### src/rtl/mem_port_arbiter_if.sv
// Shared memory port bundle: fetch and data requesters
// on one side, the single-port memory macro on the other.
interface mem_port_arbiter_if #(
  parameter int ADDR_WIDTH = 32,
  parameter int DATA_WIDTH = 32
);
  logic                  if_req;
  logic [ADDR_WIDTH-1:0] if_addr;
  logic                  if_flush;
  logic                  if_gnt;
  logic                  if_rvalid;
  logic [DATA_WIDTH-1:0] if_rdata;

  logic                  dm_req;
  logic                  dm_we;
  logic [ADDR_WIDTH-1:0] dm_addr;
  logic [DATA_WIDTH-1:0] dm_wdata;
  logic                  dm_gnt;
  logic                  dm_rvalid;
  logic [DATA_WIDTH-1:0] dm_rdata;

  logic                  mem_en;
  logic                  mem_we;
  logic [ADDR_WIDTH-1:0] mem_addr;
  logic [DATA_WIDTH-1:0] mem_wdata;
  logic [DATA_WIDTH-1:0] mem_rdata;

  modport slave (
    input  if_req, if_addr, if_flush,
    input  dm_req, dm_we, dm_addr, dm_wdata,
    input  mem_rdata,
    output if_gnt, if_rvalid, if_rdata,
    output dm_gnt, dm_rvalid, dm_rdata,
    output mem_en, mem_we, mem_addr, mem_wdata
  );

  modport master (
    output if_req, if_addr, if_flush,
    output dm_req, dm_we, dm_addr, dm_wdata,
    output mem_rdata,
    input  if_gnt, if_rvalid, if_rdata,
    input  dm_gnt, dm_rvalid, dm_rdata,
    input  mem_en, mem_we, mem_addr, mem_wdata
  );
endinterface

### src/rtl/mem_port_arbiter.sv
// Single-port memory arbiter between fetch and MEM stage,
// with fixed read latency, flush kill and bounded data priority.
module mem_port_arbiter #(
  parameter int ADDR_WIDTH    = 32,
  parameter int DATA_WIDTH    = 32,
  parameter int MEM_LATENCY   = 2,
  parameter int MAX_DM_STREAK = 3
) (
  input  logic              clk,
  input  logic              rst_n,
  mem_port_arbiter_if.slave bus
);
  typedef enum logic {IDLE, RD_WAIT} state_t;

  localparam logic [2:0] LAT_M1 = 3'(MEM_LATENCY - 1);
  localparam logic [2:0] S_MAX  = 3'(MAX_DM_STREAK);

  state_t     state;
  logic [2:0] cnt;
  logic       owner;
  logic       kill;
  logic [2:0] streak;

  logic ret, slot;
  logic pick_dm, pick_if, rd_issue;
  logic if_ok, dm_ok;

  logic [ADDR_WIDTH-1:0] addr_mux;
  logic [DATA_WIDTH-1:0] wdata_mux;
  logic                  we_mux;

  always_comb begin
    ret      = (state == RD_WAIT) && (cnt == 3'd0);
    slot     = rst_n && ((state == IDLE) || ret);
    pick_dm  = slot && bus.dm_req &&
               (!bus.if_req || (streak != S_MAX));
    pick_if  = slot && bus.if_req && !pick_dm;
    rd_issue = pick_if || (pick_dm && !bus.dm_we);
    // fetch return is dropped if a flush landed now or earlier
    if_ok    = rst_n && ret && !owner && !kill &&
               !bus.if_flush;
    dm_ok    = rst_n && ret && owner;
  end

  always_comb begin
    addr_mux  = '0;
    wdata_mux = '0;
    we_mux    = 1'b0;
    unique case (1'b1)
      pick_dm: begin
        addr_mux  = bus.dm_addr;
        wdata_mux = bus.dm_wdata;
        we_mux    = bus.dm_we;
      end
      pick_if: begin
        addr_mux  = bus.if_addr;
      end
      default: begin
        addr_mux  = '0;
      end
    endcase
  end

  assign bus.if_gnt    = pick_if;
  assign bus.dm_gnt    = pick_dm;
  assign bus.mem_en    = pick_if || pick_dm;
  assign bus.mem_we    = we_mux;
  assign bus.mem_addr  = addr_mux;
  assign bus.mem_wdata = wdata_mux;
  assign bus.if_rvalid = if_ok;
  assign bus.if_rdata  = if_ok ? bus.mem_rdata : '0;
  assign bus.dm_rvalid = dm_ok;
  assign bus.dm_rdata  = dm_ok ? bus.mem_rdata : '0;

  always_ff @(posedge clk or negedge rst_n) begin
    if (!rst_n) begin
      state  <= IDLE;
      cnt    <= 3'd0;
      owner  <= 1'b0;
      kill   <= 1'b0;
      streak <= 3'd0;
    end else begin
      if (rd_issue) begin
        state <= RD_WAIT;
        cnt   <= LAT_M1;
        owner <= pick_dm;
        kill  <= 1'b0;
      end else if (state == RD_WAIT) begin
        if (cnt != 3'd0) begin
          cnt <= cnt - 3'd1;
          if (bus.if_flush && !owner) kill <= 1'b1;
        end else begin
          state <= IDLE;
        end
      end
      if (pick_if) begin
        streak <= 3'd0;
      end else if (pick_dm && bus.if_req &&
                   (streak != S_MAX)) begin
        streak <= streak + 3'd1;
      end
    end
  end
endmodule

### src/flat_wrapper.sv
// flat-port wrapper written by rule: the top's interface ports become plain ports
module mem_port_arbiter_flat 
#(
  parameter int ADDR_WIDTH    = 32,
  parameter int DATA_WIDTH    = 32,
  parameter int MEM_LATENCY   = 2,
  parameter int MAX_DM_STREAK = 3
)
  (clk, rst_n, bus_if_req, bus_if_addr, bus_if_flush, bus_dm_req, bus_dm_we, bus_dm_addr, bus_dm_wdata, bus_mem_rdata, bus_if_gnt, bus_if_rvalid, bus_if_rdata, bus_dm_gnt, bus_dm_rvalid, bus_dm_rdata, bus_mem_en, bus_mem_we, bus_mem_addr, bus_mem_wdata);
  mem_port_arbiter_if #(.ADDR_WIDTH(ADDR_WIDTH), .DATA_WIDTH(DATA_WIDTH)) bus_i ();
  input  logic clk;
  input  logic rst_n;
  input wire logic [$bits(bus_i.if_req)-1:0] bus_if_req;
  input wire logic [$bits(bus_i.if_addr)-1:0] bus_if_addr;
  input wire logic [$bits(bus_i.if_flush)-1:0] bus_if_flush;
  input wire logic [$bits(bus_i.dm_req)-1:0] bus_dm_req;
  input wire logic [$bits(bus_i.dm_we)-1:0] bus_dm_we;
  input wire logic [$bits(bus_i.dm_addr)-1:0] bus_dm_addr;
  input wire logic [$bits(bus_i.dm_wdata)-1:0] bus_dm_wdata;
  input wire logic [$bits(bus_i.mem_rdata)-1:0] bus_mem_rdata;
  output wire logic [$bits(bus_i.if_gnt)-1:0] bus_if_gnt;
  output wire logic [$bits(bus_i.if_rvalid)-1:0] bus_if_rvalid;
  output wire logic [$bits(bus_i.if_rdata)-1:0] bus_if_rdata;
  output wire logic [$bits(bus_i.dm_gnt)-1:0] bus_dm_gnt;
  output wire logic [$bits(bus_i.dm_rvalid)-1:0] bus_dm_rvalid;
  output wire logic [$bits(bus_i.dm_rdata)-1:0] bus_dm_rdata;
  output wire logic [$bits(bus_i.mem_en)-1:0] bus_mem_en;
  output wire logic [$bits(bus_i.mem_we)-1:0] bus_mem_we;
  output wire logic [$bits(bus_i.mem_addr)-1:0] bus_mem_addr;
  output wire logic [$bits(bus_i.mem_wdata)-1:0] bus_mem_wdata;
  assign bus_i.if_req = bus_if_req;
  assign bus_i.if_addr = bus_if_addr;
  assign bus_i.if_flush = bus_if_flush;
  assign bus_i.dm_req = bus_dm_req;
  assign bus_i.dm_we = bus_dm_we;
  assign bus_i.dm_addr = bus_dm_addr;
  assign bus_i.dm_wdata = bus_dm_wdata;
  assign bus_i.mem_rdata = bus_mem_rdata;
  assign bus_if_gnt = bus_i.if_gnt;
  assign bus_if_rvalid = bus_i.if_rvalid;
  assign bus_if_rdata = bus_i.if_rdata;
  assign bus_dm_gnt = bus_i.dm_gnt;
  assign bus_dm_rvalid = bus_i.dm_rvalid;
  assign bus_dm_rdata = bus_i.dm_rdata;
  assign bus_mem_en = bus_i.mem_en;
  assign bus_mem_we = bus_i.mem_we;
  assign bus_mem_addr = bus_i.mem_addr;
  assign bus_mem_wdata = bus_i.mem_wdata;
  mem_port_arbiter #(.ADDR_WIDTH(ADDR_WIDTH), .DATA_WIDTH(DATA_WIDTH), .MEM_LATENCY(MEM_LATENCY), .MAX_DM_STREAK(MAX_DM_STREAK)) u_core (.clk(clk), .rst_n(rst_n), .bus(bus_i));
endmodule
### config.mk
export PLATFORM = sky130hd
export DESIGN_NAME = mem_port_arbiter_flat
export DESIGN_NICKNAME = d
export VERILOG_FILES = /design/src/rtl/mem_port_arbiter_if.sv /design/src/rtl/mem_port_arbiter.sv /design/src/flat_wrapper.sv
export SDC_FILE = /design/constraint.sdc
export NUM_CORES = 1
export LEC_CHECK = 0
export ABC_AREA = 1
export CORE_AREA = 2 2 105 107
export DETAILED_ROUTE_END_ITERATION = 6
export DIE_AREA = 0 0 107 109
export PLACE_DENSITY = 0.66
export SYNTH_ARGS = -nofsm -noshare
export SYNTH_HDL_FRONTEND = slang
export SYNTH_SLANG_ARGS = --single-unit
### constraint.sdc
create_clock -name clk -period 2.2 [get_ports clk]
set_input_delay 0.33 -clock clk [delete_from_list [all_inputs] [get_ports clk]]
set_output_delay 0.33 -clock clk [all_outputs]
set_load 0.01 [all_outputs]
==> results of run 1 <==
==> layout by cell type (no fill, tap or decap) <==
master             n
inv_2              2
clkbuf_2          28
buf_16             3
nand2_4            9
inv_8              1
clkdlybuf4s15_1    6
ha_2               1
clkbuf_1           1
clkdlybuf4s50_1  133
nor2_1           102
buf_2             23
nand3_1            2
ha_1               2
nand3_4            2
a41oi_1            1
dlygate4sd2_1     68
xor2_1             1
o21ai_0            3
a21o_1             1
dfrtp_1            9
ha_4               1
buf_6             14
buf_8              1
clkbuf_8           3
nor2_4             2
nand2_2           30
nand2_1           75
inv_1             77
nor3_1             1
clkbuf_16          1
nand4_1            3
buf_4             17
buf_12             5
==> state kept, by name, summed over array words and instances (netlist names) <==
register,cells
u_core.state,1
u_core.kill,1
u_core.streak,3
u_core.cnt,3
u_core.owner,1
==> metal layers <==
metal | part of all wire | vias up | wire length, µm | global-route usage
li1 | - | 1527 | - | -
met2 | 0.53 | 170 | 4992 | 0.2780
met1 | 0.36 | 1285 | 3351 | 0.1468
met3 | 0.10 | 8 | 988 | 0.03945
met4 | 0.011 | 0 | 104 | 0.02876
met5 | 0 | - | 0 | 0
==> cells by family (layout without fill, tap and decap cells) <==
family                   count (synthesis)  count (layout)  synth area share
XOR/XNOR                                 1               1          0.005284
AND/OR/NAND/NOR                        226             226            0.5517
buffers and inverters                   95             383            0.2581
AO/OA/AOI/OAI                            5               5           0.01887
adder cells (fa/ha/maj)                  4               4           0.03019
flip-flops                               9               9            0.1359
==> worst max-delay path, stage by stage, from the launching register on <==
cell and delay [ns]:
dfrtp_1 0.35, ha_2 0.20, ha_4 0.13, nand2_2 0.05, nand2_2 0.07, inv_2 0.05, buf_6 0.12, nor2_4 0.13
buf_6 0.15, buf_16 0.13, nand2_1 0.06, nand2_1 0.06, buf_2 0.13
==> area by class of cell <==
type,count,area [µm²]
Inverter,80,307.8
Clock buffer,4,45.04
Tap cell,140,175.2
Fill cell,1131,5949
Multi-Input combinational cell,236,1150
Sequential cell,9,225.2
Timing Repair Buffer,299,2750
==> power breakdown <==
part	total [mW]	leakage, nW	switching [mW]	internal [mW]
registers	0.296	0.111	0.0541	0.241
logic	1.61	2.73	0.774	0.832
clock network	0.195	0.0228	0.0687	0.127
==> how the worst max path moves through the flow <==
stage                          start           endpoint  slack [ns]  cells past startpoint
floorplan           u_core.streak[0]   bus_mem_addr[15]        0.37                     10
CTS                 u_core.streak[1]  bus_mem_wdata[28]      -0.004                      9
detailed placement             rst_n   bus_mem_addr[27]       -0.27                      8
global route        u_core.streak[0]   bus_mem_addr[25]       -0.11                     12
global placement               rst_n   bus_mem_addr[27]       -0.23                      8
finish              u_core.streak[0]   bus_mem_addr[18]       0.009                     12
==> what timing repair did <==
item                       in CTS  in global routing
gates resized for setup       244                117
setup buffers                   9                  1
gates cloned                    4                  1
pin swaps                       6                 13
setup endpoints to repair     134                 68
==> flow_summary.ini, run 1 <==
[sta]
setup-tns-final_ns = 0
worstMarginPinSlew_ns = 0.2538
setup_ws_ns = 0.009171
rsz0062_at_grt = yes
fin_crit_ns = 2.191
max_freq_ghz = 0.4564
relSlewSlack = 0.8308
hold_viol = 0
final_max_slew_viol_count = 0
setup_viol = 0
clock_skew_ns = 0.002151
whs_ns = 0.5210
period_share = 0.9958

[synth]
seq_area_frac_synth = 0.1358
synth.most_common_cell = nand2_1
synth_nets = 478
synth-edff-count = 0
synth_top_area_share = 0.2468
yosysWarnings = 0
synth_area_um2 = 1658
netlist_top_cells_area = nand2_1 25%, nor2_1 23%, inv_1 17%
yosys.area.top_type = nand2_1
synth.distinct_cells = 21
ys.flop_type = dfrtp_1
syn_area_per_cell_um2 = 4.876
synth_common_cells = 109 x nand2_1, 102 x nor2_1, 77 x inv_1
ys_ff_latch = 9
synthCells = 340
ys_async_sr_fraction = 1.000

[routing]
first_pass_iters = 4
detail-route-antenna-nets = 0
routed_wirelength_um = 9436
drt_iter0_markers = 170
vias = 2990
wl_per_cell_um = 12.29
drcViolationCount = 0
drt-vias-per-instance = 3.893

[global_routing]
grtUsageTotal = 0.1403
grt_max_degree = 34
grt_antenna_before_repair = 0
gr-total-overflow = 0
grt_pass1_vias = 2839
grt_pass1_wl_um = 13190

[clock_tree]
clkSlewWorstSetupHoldPaths_ns = 0.04
numCtsBuffers = 3
cts_tree = done
cts_hold_buf = 0
htree_levels = 1
ctsRootBufferMaster = clkbuf_8
clock_path_buffers = 2
worstSkewPairLatency_ns = 0.23
cts.sinks = 9

[final_layout]
fin_util = 0.4389
drive_above_1_share = 0.2277
area_growth_pct = 180.7
nets = 767
antennaDiodeCount = 0
final_area_um2 = 4653
final_cells = 768

[placement]
place_area_um2 = 4563
dp_hpwl_um = 7469
place_ws_ns = -0.2711
dpl.cell_count = 750
port-buffer-count = 267
gp_congestion = 0.8510

[setup_path]
crit_required_ns = 1.87
arrival_ns = 1.86
reg2reg_slack_ns = 0.64
path_max_fanout = 8
rr_endpoint = u_core.owner
cp-end-kind = output pin
reg2reg_from = u_core.streak[0]
crit_type = reg2out
worst_setup_path_start_kind = flop
ff2ff_path_depth = 10

[hold_path]
hold_path_end = u_core.kill
hold_depth = 2
hp-class = reg2reg
worstHoldStart = u_core.kill

[floorplan]
num_io_pins = 268
start_util = 0.1564
core-area_um2 = 10600
dieWidth_um = 107
die_area_um2 = 11660
rows = 38
fp.dieH_um = 109

[outcome]
status = completed

[power]
irDropWorstVdd_uv = 210.9
p_leak_nw = 2.861
total_power_mw = 2.096
power.density_nw_per_um2 = 450.5

[run]
maxCapViolCount = 0
Note: power is estimated with default switching activity, not from simulation.
==> run 2, diff against run 1 <==
--- a/config.mk
+++ b/config.mk
@@ -9,7 +9,6 @@
 export CORE_AREA = 2 2 105 107
 export DETAILED_ROUTE_END_ITERATION = 6
 export DIE_AREA = 0 0 107 109
-export PLACE_DENSITY = 0.66
 export SYNTH_ARGS = -nofsm -noshare
 export SYNTH_HDL_FRONTEND = slang
 export SYNTH_SLANG_ARGS = --single-unit
==> run 2 against run 1 <==
Compared with the run above: count of clock-buffer cells in the layout is the same; die area unchanged; non-clock buffer count is 18 higher; the run now ends with negative setup slack left; via count grew 4.4%; largest cell class unchanged; clock skew rose by 0.0048 ns.
==> flow_summary.ini, run 2 (synthesis results as in run 1) <==
[setup_path]
cp-end-kind = output pin
crit_type = reg2out
arrival_ns = 2.00
path_max_fanout = 4
worst_setup_path_start_kind = flop
crit_required_ns = 1.87

[clock_tree]
htree_levels = 1
clock_path_buffers = 2
worstSkewPairLatency_ns = 0.24
ctsRootBufferMaster = clkbuf_8
cts.sinks = 9
clkSlewWorstSetupHoldPaths_ns = 0.05
cts_tree = done
numCtsBuffers = 3

[final_layout]
mostFrequentLayoutCell = clkdlybuf4s50_1
fin_util = 0.4867
nets = 785
regArea_um2 = 225.2
drive_above_1_share = 0.2864
final_area_um2 = 5160
antennaDiodeCount = 0
area_growth_pct = 211.2
n_fill_cell = 1064
final_cells = 786
reg.largest.list = u_core.cnt (3), u_core.streak (3)
multi_input_area_um2 = 1272
final_cell_mix = 133 x clkdlybuf4s50_1, 83 x nand2_1, 77 x inv_1, 77 x nor2_1, 63 x dlygate4sd2_1

[routing]
drcViolationCount = 0
vias = 3122
drt-vias-per-instance = 3.972
detail-route-antenna-nets = 0
wl_per_cell_um = 12.63
routed_wirelength_um = 9931
drt_iter0_markers = 158
first_pass_iters = 4

[sta]
period_share = 1.057
hold_viol = 0
final_max_slew_viol_count = 0
setup-tns-final_ns = -1.184
rsz0062_at_grt = yes
worstMarginPinSlew_ns = 0.2458
relSlewSlack = 0.8361
setup_ws_ns = -0.1251
fin_crit_ns = 2.325
setup_viol = 32
clock_skew_ns = 0.006924
max_freq_ghz = 0.4301

[global_routing]
grtUsageTotal = 0.1501
grt_pass1_vias = 2880
gr-total-overflow = 0
grt_antenna_before_repair = 0
grt_pass1_wl_um = 13900
grt_max_degree = 34

[placement]
dpl.cell_count = 748
dp_hpwl_um = 7313
place_area_um2 = 4548
gp_congestion = 0.7708
port-buffer-count = 267

[outcome]
violations = negative setup slack
status = finished, violations left

[power]
irDropWorstVdd_uv = 210.2
power.density_nw_per_um2 = 462.8
total_power_mw = 2.388
swShare = 0.4142
p_int_mw = 1.399
seq_power_share = 0.124
p_sw_mw = 0.9890
p_clk_frac = 0.083
combPwrFrac = 0.793
p_leak_nw = 3.003

[floorplan]
rows = 38
start_util = 0.1564
die_area_um2 = 11660
num_io_pins = 268
core-area_um2 = 10600
fp.dieH_um = 109
dieWidth_um = 107

[hold_path]
hp-class = in2async

[run]
maxCapViolCount = 0
## run 2: cell count changes in the layout (fill, tap and decap cells not counted), moves of 3 or more
cell           change
buf_12             +3
buf_16             +3
buf_2             +17
buf_6             +28
clkbuf_2          -28
dlygate4sd2_1      -5
nand2_1            +8
nand2_2            -3
nand2_4            -5
nor2_1            -25
nor2_2             +4
nor2_4            +21
## run 2: what timing repair did
action                     in CTS  in global routing
pin swaps                       5                 10
setup endpoints to repair     134                 71
hold buffers                    0                  0
resized for setup             392                 91
cloned                          8                  3
buffers inserted               21                  6
## run 2: critical path, cell delays in order, from the launching register on
cell,delay [ns]
dfrtp_1,0.39
ha_2,0.20
ha_4,0.15
nand2_2,0.05
nand2_2,0.06
inv_2,0.07
buf_6,0.10
nand3_4,0.09
buf_8,0.16
buf_12,0.13
buf_12,0.13
nor2_2,0.06
buf_2,0.14
## run 2: layer usage
layer	share of wire	track usage	wire length (µm)
met4	0.0069	0.03061	69
met3	0.095	0.04005	943
met2	0.55	0.3057	5465
met5	0	0	0
met1	0.35	0.1516	3453
## run 2: power by group through the flow
stage | clock [mW] | combinational, mW | sequential, mW
after floorplan | 0 | 0.664 | 0.285
after global placement | 0 | 1.49 | 0.292
after detailed placement | 0 | 1.51 | 0.297
after CTS | 0.203 | 1.67 | 0.296
after global routing | 0.215 | 2.06 | 0.303
final | 0.199 | 1.89 | 0.296
## run 2: per-stage QoR
stage,setup WS (ns),hold WS [ns]
finish,-0.1251,0.4061
floorplan,0.3699,0.03441
detailed placement,-0.2720,0.4943
CTS,-0.1144,0.4167
global placement,-0.2654,0.4672
global route,-0.2204,0.4332
## run 2: worst paths after layout
kind,slack (ns),endpoint,depth (start not counted),startpoint
min in group clk,0.53,u_core.kill,2,u_core.kill
min reg2reg,0.53,u_core.kill,2,u_core.kill
max reg2reg,0.43,u_core.streak[1],12,u_core.streak[0]
max,-0.13,bus_mem_wdata[19],12,u_core.streak[0]
max in group asynchronous,1.59,u_core.cnt[2],3,rst_n
min,0.41,u_core.streak[2],2,rst_n
## run 2: area by class of cell
type | instances | share of cell area
sequential | 9 | 0.04365
clock buffer | 4 | 0.008729
multi-input combinational | 236 | 0.2466
inverter | 80 | 0.05917
timing repair buffer | 317 | 0.6079
tap | 140 | 0.03395
